File: config.mk
export PLATFORM = sky130hd
export DESIGN_NAME = prog_loader
export DESIGN_NICKNAME = d
export VERILOG_FILES = /design/src/rtl/prog_loader.sv
export SDC_FILE = /design/constraint.sdc
export NUM_CORES = 1
export LEC_CHECK = 0
export ABC_AREA = 1
export CORE_MARGIN = 2
export CORE_UTILIZATION = 55
export DETAILED_ROUTE_END_ITERATION = 8
export DONT_BUFFER_PORTS = 1
export GPL_ROUTABILITY_DRIVEN = 1
export PLACE_DENSITY = 0.71
export SLEW_MARGIN = 20
export SYNTH_ARGS = -nofsm -noshare
export SYNTH_HDL_FRONTEND = slang
export SYNTH_SLANG_ARGS = --single-unit
File: constraint.sdc
create_clock -name CLK -period 5.88 [get_ports CLK]
set_input_delay 1.47 -clock CLK [delete_from_list [all_inputs] [get_ports CLK]]
set_output_delay 1.47 -clock CLK [all_outputs]
set_load 0.02 [all_outputs]
File: src/rtl/prog_loader.sv
// prog_loader: loads a length-prefixed stream of 18-bit words into program memory.
// Define LOADER_CHECKSUM_EN to require a trailing XOR checksum byte.
module prog_loader #(
    parameter int MAX_WORDS = 1024
) (
    input  logic        CLK,
    input  logic        RST,
    input  logic        START,
    input  logic [7:0]  BYTE_DATA,
    input  logic        BYTE_VALID,
    output logic        BYTE_READY,
    output logic        WR_EN,
    output logic [9:0]  WR_ADDR,
    output logic [17:0] WR_DATA,
    output logic        MCU_RST,
    output logic        BUSY,
    output logic        DONE,
    output logic        ERR
);

    typedef enum logic [3:0] {
        ST_IDLE,
        ST_LEN_HI,
        ST_LEN_LO,
        ST_B0,
        ST_B1,
        ST_B2,
        ST_WRITE,
`ifdef LOADER_CHECKSUM_EN
        ST_CHK,
`endif
        ST_DONE,
        ST_ERR
    } state_t;

    localparam logic [15:0] MAX_N = 16'(MAX_WORDS);

`ifdef LOADER_CHECKSUM_EN
    localparam state_t ST_FIN = ST_CHK;
`else
    localparam state_t ST_FIN = ST_DONE;
`endif

    state_t      state_q;
    state_t      state_d;
    logic [7:0]  len_hi_q;
    logic [15:0] len_q;
    logic [15:0] idx_q;
    logic [1:0]  b0_q;
    logic [7:0]  b1_q;
`ifdef LOADER_CHECKSUM_EN
    logic [7:0]  csum_q;
`endif

    logic        accept;
    logic        take_start;
    logic [15:0] n_full;
    logic [15:0] idx_inc;
    logic        ready_d;
    logic        wr_en_d;
    logic        busy_d;
    logic        mcu_rst_d;
    logic        done_d;
    logic        err_d;

    always_comb begin
        accept     = BYTE_VALID && BYTE_READY;
        take_start = 1'b0;
        n_full     = {len_hi_q, BYTE_DATA};
        idx_inc    = idx_q + 16'd1;
        state_d    = state_q;

        case (state_q)
            ST_IDLE, ST_DONE, ST_ERR: begin
                if (START) begin
                    state_d    = ST_LEN_HI;
                    take_start = 1'b1;
                end
            end
            ST_LEN_HI: begin
                if (accept) state_d = ST_LEN_LO;
            end
            ST_LEN_LO: begin
                if (accept) begin
                    if (n_full == 16'd0)
                        state_d = ST_FIN;
                    else if (n_full > MAX_N)
                        state_d = ST_ERR;
                    else
                        state_d = ST_B0;
                end
            end
            ST_B0: begin
                if (accept) begin
                    if (BYTE_DATA[7:2] != 6'd0)
                        state_d = ST_ERR;
                    else
                        state_d = ST_B1;
                end
            end
            ST_B1: begin
                if (accept) state_d = ST_B2;
            end
            ST_B2: begin
                if (accept) state_d = ST_WRITE;
            end
            ST_WRITE: begin
                if (idx_inc == len_q)
                    state_d = ST_FIN;
                else
                    state_d = ST_B0;
            end
`ifdef LOADER_CHECKSUM_EN
            ST_CHK: begin
                if (accept) begin
                    if (BYTE_DATA == csum_q)
                        state_d = ST_DONE;
                    else
                        state_d = ST_ERR;
                end
            end
`endif
            default: state_d = ST_IDLE;
        endcase

        // Outputs are decoded from the next state so they can be registered.
        ready_d   = 1'b0;
        wr_en_d   = 1'b0;
        busy_d    = 1'b1;
        mcu_rst_d = 1'b1;
        done_d    = 1'b0;
        err_d     = 1'b0;
        case (state_d)
            ST_IDLE: begin
                busy_d    = 1'b0;
                mcu_rst_d = 1'b0;
            end
            ST_DONE: begin
                busy_d    = 1'b0;
                mcu_rst_d = 1'b0;
                done_d    = 1'b1;
            end
            ST_ERR: begin
                busy_d = 1'b0;
                err_d  = 1'b1;
            end
            ST_WRITE: wr_en_d = 1'b1;
            default:  ready_d = 1'b1;
        endcase
    end

    always_ff @(posedge CLK or posedge RST) begin
        if (RST) begin
            state_q    <= ST_IDLE;
            BYTE_READY <= 1'b0;
            WR_EN      <= 1'b0;
            WR_ADDR    <= 10'd0;
            WR_DATA    <= 18'd0;
            MCU_RST    <= 1'b0;
            BUSY       <= 1'b0;
            DONE       <= 1'b0;
            ERR        <= 1'b0;
            len_hi_q   <= 8'd0;
            len_q      <= 16'd0;
            idx_q      <= 16'd0;
            b0_q       <= 2'd0;
            b1_q       <= 8'd0;
`ifdef LOADER_CHECKSUM_EN
            csum_q     <= 8'd0;
`endif
        end else begin
            state_q    <= state_d;
            BYTE_READY <= ready_d;
            WR_EN      <= wr_en_d;
            MCU_RST    <= mcu_rst_d;
            BUSY       <= busy_d;
            DONE       <= done_d;
            ERR        <= err_d;

            if (take_start) begin
                idx_q   <= 16'd0;
                WR_ADDR <= 10'd0;
`ifdef LOADER_CHECKSUM_EN
                csum_q  <= 8'd0;
`endif
            end

            if (accept) begin
                case (state_q)
                    ST_LEN_HI: len_hi_q <= BYTE_DATA;
                    ST_LEN_LO: len_q    <= n_full;
                    ST_B0:     b0_q     <= BYTE_DATA[1:0];
                    ST_B1:     b1_q     <= BYTE_DATA;
                    ST_B2: begin
                        WR_DATA <= {b0_q, b1_q, BYTE_DATA};
                        WR_ADDR <= idx_q[9:0];
                    end
                    default: ;
                endcase
            end

            if (state_q == ST_WRITE) idx_q <= idx_inc;

`ifdef LOADER_CHECKSUM_EN
            if (accept && state_q != ST_CHK) csum_q <= csum_q ^ BYTE_DATA;
`endif
        end
    end

endmodule

==> run summary, run 1 <==
Outcome: finished clean
Vias: 3501
Minimum clock period: 2.96 ns
Minimum hold slack: 0.480 ns
CTS tree: done
WS Path Type: primary input to flop
I/O pin cnt: 46
Largest net degree at the start of global routing: 54
Cells after Synth: 525
Crit-path max cell delay: 0.72 ns
Pwr/cell area: 426 nW/um^2
Leak Pwr: 2.29 nW
Initial Util: 55.8%
Area share of the leading cell type in the synthesized netlist: 51.9%
Finish-stage setup viols: 0
Fmax: 338 MHz
Startpoint Class: primary input
Wirelength, routed: 9.73 mm
Worst EP arrival: 3.17 ns
Nets: 537
Clk_lat worst skew: 0.36 ns
Fillcell total: 708
Drt pass-1 iters: 5
Post-synthesis sequential area ratio: 51.9%
Placement Cell Area: 4330 sq um
Share of layout cells above drive strength 1: 7.75%
Die W: 91.8 um
Drt wl/cell: 15.4 um
Fin util: 60.1%
Yosys cell types: 30
Placer's final routability congestion estimate: 0.977
CP delay by family, top: simple AND/OR/NAND/NOR gates
Cts hold-fix bufs: 0
First-pass GRT wire length: 16.4 mm
Clk_skew: 0.00743 ns
Initial drt markers: 257
Post-CTS Setup Bufs: 0
Unrepaired setup endpoints after global routing: no
CTS sink cnt: 88
Tot GR Track Use: 24.6%
Setup TNS: 0 ns
PnR worst setup slack: 2.92 ns
Max Cap Viol: 0
Endpoint class of the critical path: flop
Initial antenna violation count: 0
ANT nets after route: 0
Syn Area/Cell: 8.08 sq um
Area Overhead vs Synth: 7.76%
Port bufs: 0
Hold Path Class: flop to flop
Peak VDD IR: 0.303 mV
Clk slew on worst S/H paths: 0.08 ns
Final Cell Area: 4570 sq um
Synth top area cells: dfrtp_1 52%, nand2_1 14%, o21ai_0 6.6%, inv_1 5.2%, nand3_1 5.2%
Clock Path Buffers: 2
Critical path buffers and inverters: 1
Root cell of the clock tree: clkbuf_8
Pre-CTS setup slack: 2.57 ns
Fin. max-slew vios: 0
Worst-path fanout max: 46
Actual slew at the worst max-slew pin: 0.973 ns
Slew HR: 35.0%
ANT cells: 0
Total CTS buffers: 9
Critical path data required time: 6.09 ns
Endpoints failing hold: 0
Synth Net Count: 538
Largest area contributor in the netlist: dfrtp_1
Congestion Overflow GR: 0
Core area: 7610 sq um
Die height: 91.8 um
HPWL after DPL: 6.96 mm
Vias per inst: 5.55
Flops & latches, synth: 88
Ys Warns: 0
Slowest-stage cell, CP: nor2_1
H-tree depth: 3
Netlist Area Pre-Place: 4240 sq um
Vias in the first global route: 3444
Cell Chain, Critical Path: nand2_1 > nor2_1 > inv_2 > nand3_1 > o21ai_0
Tcrit/Tclk final: 50.3%
Die area: 8430 sq um
Row Count: 32
Post-CTS sizing: 0
Number of remaining DRC errors: 0
[state kept, by name, summed over array words and instances, names as in the netlist]
register and count:
WR_DATA 18, idx_q 16, len_q 16, WR_ADDR 10, b1_q 8, len_hi_q 8
state_q 4, b0_q 2, BUSY 1, BYTE_READY 1, DONE 1, ERR 1
MCU_RST 1, WR_EN 1
[per-stage QoR]
| step | cells | power, W |
|---|---|---|
| global route | 631 | 0.00207 |
| finish | 631 | 0.00195 |
| CTS | 631 | 0.00196 |
| global placement | 615 | 0.00143 |
| floorplan | 525 | 0.00132 |
| detailed placement | 615 | 0.00145 |
[worst register-to-register path: stages, from the launching register on]
cell     delay (ns)
dfrtp_1        0.41
inv_1          0.13
nor2_4         0.07
nand2_1        0.11
o31ai_1        0.11
nand2_1        0.36
nand2_1        0.53
nor3_1         0.29
nand2_1        0.12
nor2_1         0.14
nand3_1        0.11
nand2_1        0.10
inv_1          0.04
[logic make-up after synthesis]
group	Yosys count	synth area share (%)
xor gates and xnor gates	6	1.56
and+or+nand+nor	276	29.7
buffers and inverters	77	6.84
adders and majority gates	1	0.295
AOI/OAI and AO/OA	77	9.70
DFF	88	51.9
[path summary, 6_finish.rpt]
| kind | start | to | slack [ns] | cells after the start |
|---|---|---|---|---|
| worst max-delay path | BYTE_VALID | WR_ADDR[5] | 2.92 | 5 |
| worst min-delay path | b0_q[0] | WR_DATA[16] | 0.48 | 2 |
| worst max register to register | state_q[2] | BYTE_READY | 3.27 | 12 |
| worst min register to register | b0_q[0] | WR_DATA[16] | 0.48 | 2 |
| max in group asynchronous | RST | len_q[5] | 3.77 | 2 |
| min in group asynchronous | RST | WR_ADDR[1] | 1.05 | 1 |
[where the power goes]
part | switching (W) | internal [W]
logic | 0.000291 | 0.000162
registers | 0.000206 | 0.000780
clock network | 0.000220 | 0.000286
[cells in the mapped netlist]
cell type	count
xor2_1	4
o21bai_1	1
nor4_1	2
nor2_1	28
nor2_4	4
clkbuf_1	12
nor2_2	4
o21ai_0	56
o31ai_1	1
nand2_4	2
o211ai_1	1
inv_2	5
nand3b_1	8
inv_1	59
nand3_1	44
nor3_1	4
xnor3_1	1
nand2_1	159
ha_1	1
nor2_8	1
xnor2_1	1
nand4_1	12
nor3_2	1
a21oi_1	3
a31oi_1	1
nand3_2	1
nand2_2	6
dfrtp_1	88
buf_2	1
o22ai_1	14
[area by class of cell]
type / count / area (sq um) / share of cell area (%)
Clock buffer: 10 / 128 / 2.79
Clock inverter: 6 / 115 / 2.52
Inverter: 64 / 241 / 5.28
Multi-Input combinational cell: 360 / 1750 / 38.3
Sequential cell: 88 / 2200 / 48.2
Tap cell: 102 / 128 / 2.79
Timing Repair Buffer: 1 / 7.51 / 0.164
[metal layers]
layer	routed length [um]	part of all wire, %	global-route usage, %	vias up
met5	0	0	0	-
met4	170	1.7	9.58	0
met3	577	5.9	4.85	17
met2	4600	47	39.8	103
met1	4380	45	33.1	1672
li1	-	-	-	1709
[cell usage in the layout, fill, tap and decap left out, types with 3 or more instances in the layout]
cell       synthesis  final
nor2_4             4      4
nor2_2             4      4
nand2_1          159    159
inv_1             59     58
nor3_1             4      4
nand3b_1           8      8
dfrtp_1           88     88
nor2_1            28     28
nand2_2            6      6
o22ai_1           14     14
clkbuf_8           0      9
a21oi_1            3      3
bufinv_16          0      3
xor2_1             4      4
nand4_1           12     12
nand3_1           44     44
inv_2              5      5
o21ai_0           56     56
No activity file was read; power rests on OpenSTA's default activity.
==> run 2, diff against run 1 <==
--- a/config.mk
+++ b/config.mk
@@ -11,7 +11,7 @@
 export DETAILED_ROUTE_END_ITERATION = 8
 export DONT_BUFFER_PORTS = 1
 export GPL_ROUTABILITY_DRIVEN = 1
-export PLACE_DENSITY = 0.71
+export PLACE_DENSITY = 0.74
 export SLEW_MARGIN = 20
 export SYNTH_ARGS = -nofsm -noshare
 export SYNTH_HDL_FRONTEND = slang
==> constraint.sdc (replaced) <==
create_clock -name CLK -period 2.37 [get_ports CLK]
set_input_delay 0.5925 -clock CLK [delete_from_list [all_inputs] [get_ports CLK]]
set_output_delay 0.5925 -clock CLK [all_outputs]
set_load 0.02 [all_outputs]
==> run summary, run 2 (synthesis results as in run 1) <==
Top reg by flops: WR_DATA
Drt wl/cell: 14.8 um (-3.8%)
WS Path Type: flop to flop
Die height: 91.8 um (unchanged)
Pwr/cell area: 1000 nW/um^2 (+140%)
Outcome: finished clean
Cell Chain, Critical Path: ha_1 > nand2_1 > nor2_8 > nand3_1 > nand3_1 > nand2_1 > inv_1 > nand2_1 > nor2_1 > nand2_1 > nor2_2 > nand2_2 > nand2_4 > nand2_4 > nand2_1 > inv_1
Slowest-stage cell, CP: dfrtp_2
PnR worst setup slack: 0.337 ns (-2.59 ns)
ANT cells: 0 (unchanged)
Fmax: 492 MHz
Non-Filler Instances: 639 (+1.3%)
Pre-CTS setup slack: 0.296 ns (-2.27 ns)
Regs by FF count: WR_DATA: 18 flops, idx_q: 16 flops, len_q: 16 flops
Number of remaining DRC errors: 0 (unchanged)
CTS sink cnt: 88 (unchanged)
Sw Ratio: 39.9% (+3.0 points)
I/O pin cnt: 46 (unchanged)
Placer's final routability congestion estimate: 0.891 (-8.8%)
Worst EP arrival: 2.30 ns (-0.87 ns)
Drt pass-1 iters: 5 (unchanged)
Actual slew at the worst max-slew pin: 0.726 ns (-0.247 ns)
Vias per inst: 5.41 (-2.5%)
Initial Util: 55.8% (unchanged)
Clk_skew: 0.00679 ns (-0.000635 ns)
ANT nets after route: 0 (unchanged)
Setup TNS: 0 ns (unchanged)
Startpoint Class: flop
Clk network pwr share: 22.1% (-3.9 points)
Port bufs: 0 (unchanged)
Initial antenna violation count: 0 (unchanged)
Number of flip-flops in the largest register: 18 (unchanged)
Finish-stage setup viols: 0 (unchanged)
Seq pwr share: 52.7% (+2.0 points)
First-pass GRT wire length: 16.0 mm (-2.3%)
Vias: 3458 (-1.2%)
Largest net degree at the start of global routing: 47 (-13%)
H-tree depth: 3 (unchanged)
Fin. max-slew vios: 0 (unchanged)
Clock Path Buffers: 2 (unchanged)
Slew HR: 51.5% (+17 points)
Gate power share: 25.2% (+1.9 points)
NetSw: 0.00185 W (+160%)
Congestion Overflow GR: 0 (unchanged)
Endpoints failing hold: 0 (unchanged)
Minimum clock period: 2.03 ns
Die W: 91.8 um (unchanged)
Endpoint class of the critical path: flop
Area Overhead vs Synth: 8.79%
HPWL after DPL: 7.00 mm (+0.56%)
Wirelength, routed: 9.48 mm (-2.5%)
Leak Pwr: 2.31 nW (+0.84%)
Worst-path fanout max: 10 (-78%)
Unrepaired setup endpoints after global routing: no
Max Cap Viol: 0 (unchanged)
Placed cell count: 623 (+1.3%)
Nets: 545 (+1.5%)
Critical path data required time: 2.64 ns (-3.45 ns)
Vias in the first global route: 3407 (-1.1%)
CTS tree: done
Crit-path max cell delay: 0.43 ns (-0.29 ns)
Root cell of the clock tree: clkbuf_8
Total CTS buffers: 9 (unchanged)
Most frequent cells in the layout: 159 x nand2_1, 87 x dfrtp_1, 58 x inv_1, 56 x o21ai_0, 44 x nand3_1
Tcrit/Tclk final: 85.8%
Peak VDD IR: 0.816 mV (+170%)
Int Power: 0.00279 W (+130%)
Core area: 7610 sq um (unchanged)
Share of layout cells above drive strength 1: 9.50% (+1.7 points)
Die area: 8430 sq um (unchanged)
Clk_lat worst skew: 0.36 ns (about the same)
Initial drt markers: 227 (-12%)
Hold Path Class: primary input to async pin
Top cell by count, worst path: nand2_1
Tot GR Track Use: 24.2% (-0.45 points)
Row Count: 32 (unchanged)
Clk slew on worst S/H paths: 0.10 ns (+0.02 ns)
Most common cell after layout, fill and taps aside: nand2_1
## run 2: layout make-up
cell class	count	area, sq um
clock buffer	9	124
clock inverter	7	73.8
fill	687	2990
inverter	64	244
multi-input combinational	360	1750
sequential	88	2200
tap	102	128
timing repair buffer	9	92.6
## run 2: per-stage QoR
stage | cell area (sq um) | total power, W | util [%] | hold slack, ns
2_1_floorplan | 4250 | 0.00329 | - | 0.449
3_3_place_gp | 4420 | 0.00361 | 58.1 | 0.461
3_5_place_dp | 4420 | 0.00365 | 58.1 | 0.466
4_1_cts | 4610 | 0.00467 | 60.7 | 0.219
5_1_grt | 4620 | 0.00497 | 60.7 | 0.244
6_report | 4620 | 0.00463 | 60.7 | 0.193
## run 2: timing repair
action	in CTS	in global routing
buffers inserted	0	0
hold buffers	0	0
setup endpoints to repair	0	1
gates resized for setup	0	1
## run 2: power groups by stage
| stage | clock, W | combinational [W] | sequential (W) |
|---|---|---|---|
| after floorplan | 0 | 0.000913 | 0.00237 |
| after global placement | 0 | 0.00114 | 0.00247 |
| after detailed placement | 0 | 0.00118 | 0.00247 |
| after CTS | 0.00105 | 0.00118 | 0.00245 |
| after global routing | 0.00111 | 0.00136 | 0.00250 |
| final | 0.00102 | 0.00117 | 0.00244 |
## run 2: path summary, 6_finish.rpt
| path | cells after the start | to | slack [ns] | startpoint |
|---|---|---|---|---|
| max | 16 | MCU_RST | 0.34 | idx_q[0] |
| min | 1 | WR_ADDR[1] | 0.19 | RST |
| max reg2reg | 16 | MCU_RST | 0.34 | idx_q[0] |
| min reg2reg | 2 | WR_DATA[17] | 0.48 | b0_q[1] |
| max in group asynchronous | 2 | idx_q[11] | 1.57 | RST |
| min in group CLK | 2 | len_hi_q[3] | 0.34 | BYTE_DATA[3] |
## run 2: worst max-delay path: cells and delay by family (launching register included)
family / cells / cell delay, ns
fa+ha+maj: 1 / 0.20
simple gates: 13 / 1.21
buf+inv: 2 / 0.08
flops: 1 / 0.43
## run 2: layer usage
metal  up-vias  share of wire (%)  global-route usage, %
met4         0                1.8                   10.3
li1       1715                  -                      -
met1      1643                 45                   32.7
met3        15                4.7                   3.94
met5         -                  0                      0
met2        85                 48                   39.0
==> run 3, diff against run 2 <==
--- a/config.mk
+++ b/config.mk
@@ -7,11 +7,11 @@
 export LEC_CHECK = 0
 export ABC_AREA = 1
 export CORE_MARGIN = 2
-export CORE_UTILIZATION = 55
+export CORE_UTILIZATION = 50
 export DETAILED_ROUTE_END_ITERATION = 8
 export DONT_BUFFER_PORTS = 1
 export GPL_ROUTABILITY_DRIVEN = 1
-export PLACE_DENSITY = 0.74
+export PLACE_DENSITY = 0.66
 export SLEW_MARGIN = 20
 export SYNTH_ARGS = -nofsm -noshare
 export SYNTH_HDL_FRONTEND = slang
==> constraint.sdc (replaced) <==
create_clock -name CLK -period 2.6 [get_ports CLK]
set_input_delay 0.65 -clock CLK [delete_from_list [all_inputs] [get_ports CLK]]
set_output_delay 0.65 -clock CLK [all_outputs]
set_load 0.02 [all_outputs]
==> run summary, run 3 (synthesis results as in run 1) <==
Drt wl/cell: 15.4 um (+3.5%)
R2R setup slack: 0.47 ns (+0.13 ns)
Minimum clock period: 2.13 ns (+0.101 ns)
Clk_skew: 0.00968 ns (+0.00289 ns)
Cts hold-fix bufs: 0 (unchanged)
Placed cell count: 627 (+0.64%)
Critical path data required time: 2.85 ns (+0.21 ns)
Finish-stage setup viols: 0 (unchanged)
Number of remaining DRC errors: 0 (unchanged)
Placer's final routability congestion estimate: 0.954 (+7.1%)
Pre-CTS setup slack: 0.479 ns (+0.183 ns)
Top reg by flops: WR_DATA
Endpoint class of the critical path: flop
Initial Util: 51.6% (-4.1 points)
Clock Path Buffers: 2 (unchanged)
Actual slew at the worst max-slew pin: 0.664 ns (-0.0616 ns)
Die area: 9240 sq um (+9.6%)
Critical path buffers and inverters: 1 (-1)
Vias per inst: 5.41 (-0.10%)
Initial drt markers: 265 (+17%)
Regs by FF count: WR_DATA: 18 flops, idx_q: 16 flops, len_q: 16 flops
ANT cells: 0 (unchanged)
Endpoints failing hold: 0 (unchanged)
Post-CTS Setup Bufs: 0 (unchanged)
Slew HR: 55.6% (+4.1 points)
Tot Pwr: 0.00439 W (-5.3%)
WS Path Type: flop to flop
Number of flip-flops in the largest register: 18 (unchanged)
Die W: 96.1 um (+4.7%)
Post-CTS sizing: 0 (unchanged)
CTS tree: done
ANT nets after route: 0 (unchanged)
H-tree depth: 3 (unchanged)
Worst EP arrival: 2.39 ns (+0.09 ns)
HPWL after DPL: 7.17 mm (+2.4%)
Drt pass-1 iters: 5 (unchanged)
Fmax: 469 MHz (-4.7%)
Non-Filler Instances: 643 (+0.63%)
Clk_lat worst skew: 0.35 ns (about the same)
Wirelength, routed: 9.87 mm (+4.2%)
CP delay by family, top: simple AND/OR/NAND/NOR gates
I/O pin cnt: 46 (unchanged)
Top cell by count, worst path: nand2_1
Total CTS buffers: 9 (unchanged)
PnR worst setup slack: 0.466 ns (+0.129 ns)
Core area: 8220 sq um (+8.0%)
Clk slew on worst S/H paths: 0.10 ns (about the same)
Row Count: 33 (+3.1%)
Worst-path fanout max: 10 (unchanged)
Fin. max-slew vios: 0 (unchanged)
First-pass GRT wire length: 16.5 mm (+3.1%)
Peak VDD IR: 0.590 mV (-28%)
Vias in the first global route: 3308 (-2.9%)
Pwr/cell area: 944 nW/um^2 (-5.9%)
Root cell of the clock tree: clkbuf_8
Reg2reg path depth: 16 (unchanged)
Slowest-stage cell, CP: dfrtp_1
Area Overhead vs Synth: 9.50%
Minimum hold slack: 0.217 ns (+0.0240 ns)
Cell Chain, Critical Path: ha_1 > nand2_1 > nor2_8 > nand3_2 > nand2_2 > nand2_1 > nand2_1 > nand2_1 > nor2_1 > nand2_1 > nor2_1 > nand2_2 > nand2_4 > nand2_4 > nand2_1 > inv_1
Hold Path Class: primary input to async pin
Most common cell after layout, fill and taps aside: nand2_1
Largest net degree at the start of global routing: 47 (unchanged)
Crit-path max cell delay: 0.46 ns (+0.03 ns)
WP depth: 16 (unchanged)
Congestion Overflow GR: 0 (unchanged)
Share of layout cells above drive strength 1: 9.48% (-0.018 points)
FF-to-FF End: MCU_RST
CTS sink cnt: 88 (unchanged)
Nets: 546 (+0.18%)
Setup TNS: 0 ns (unchanged)
Leak Pwr: 2.32 nW (+0.57%)
Port bufs: 0 (unchanged)
Reg2reg start: idx_q[0]
Tcrit/Tclk final: 82.1% (-3.7 points)
Vias: 3476 (+0.52%)
Tot GR Track Use: 23.3% (-0.87 points)
Max Cap Viol: 0 (unchanged)
Outcome: finished clean
Die height: 96.1 um (+4.7%)
Initial antenna violation count: 0 (unchanged)
Unrepaired setup endpoints after global routing: no
Most frequent cells in the layout: 159 x nand2_1, 88 x dfrtp_1, 58 x inv_1, 56 x o21ai_0, 44 x nand3_1
Startpoint Class: flop
==> run 3: area by class of cell <==
class                   count  area, sq um
inverters                  64          244
flip-flops and latches     88         2200
fillers                   750         3570
clock buffers               9          124
repair buffers             10         87.6
multi-input cells         360         1750
clock inverters             7          106
well taps                 105          131
==> run 3: worst max path at each step <==
stage / start / endpoint / slack [ns]
3_5_place_dp: idx_q[0] / MCU_RST / 0.48
5_1_grt: idx_q[0] / BYTE_READY / 0.27
2_1_floorplan: BYTE_VALID / BUSY / 0.68
6_report: idx_q[0] / MCU_RST / 0.47
3_3_place_gp: BYTE_VALID / BYTE_READY / 0.50
4_1_cts: idx_q[0] / MCU_RST / 0.46
==> run 3: where the power goes <==
group	total [W]	switching, W	leakage [nW]	internal [W]
Clock	0.00108	0.000530	0.113	0.000553
Combinational	0.00107	0.000674	1.04	0.000398
Sequential	0.00223	0.000468	1.17	0.00176
Total	0.00439	0.00167	2.32	0.00271
==> run 3: stage by stage <==
step | utilization [%] | area (sq um)
after global routing | 56.5 | 4650
final | 56.5 | 4650
after detailed placement | 53.7 | 4420
after floorplan | - | 4250
after global placement | 53.7 | 4420
after CTS | 56.5 | 4650
==> run 3: layer usage <==
layer | wire length [um] | vias up | track usage (%) | share of wire, %
met5 | 0 | - | 0 | 0
met4 | 140 | 0 | 5.83 | 1.4
met3 | 394 | 11 | 4.86 | 4.0
met2 | 4680 | 76 | 36.6 | 47
met1 | 4650 | 1674 | 33.2 | 47
li1 | - | 1715 | - | -
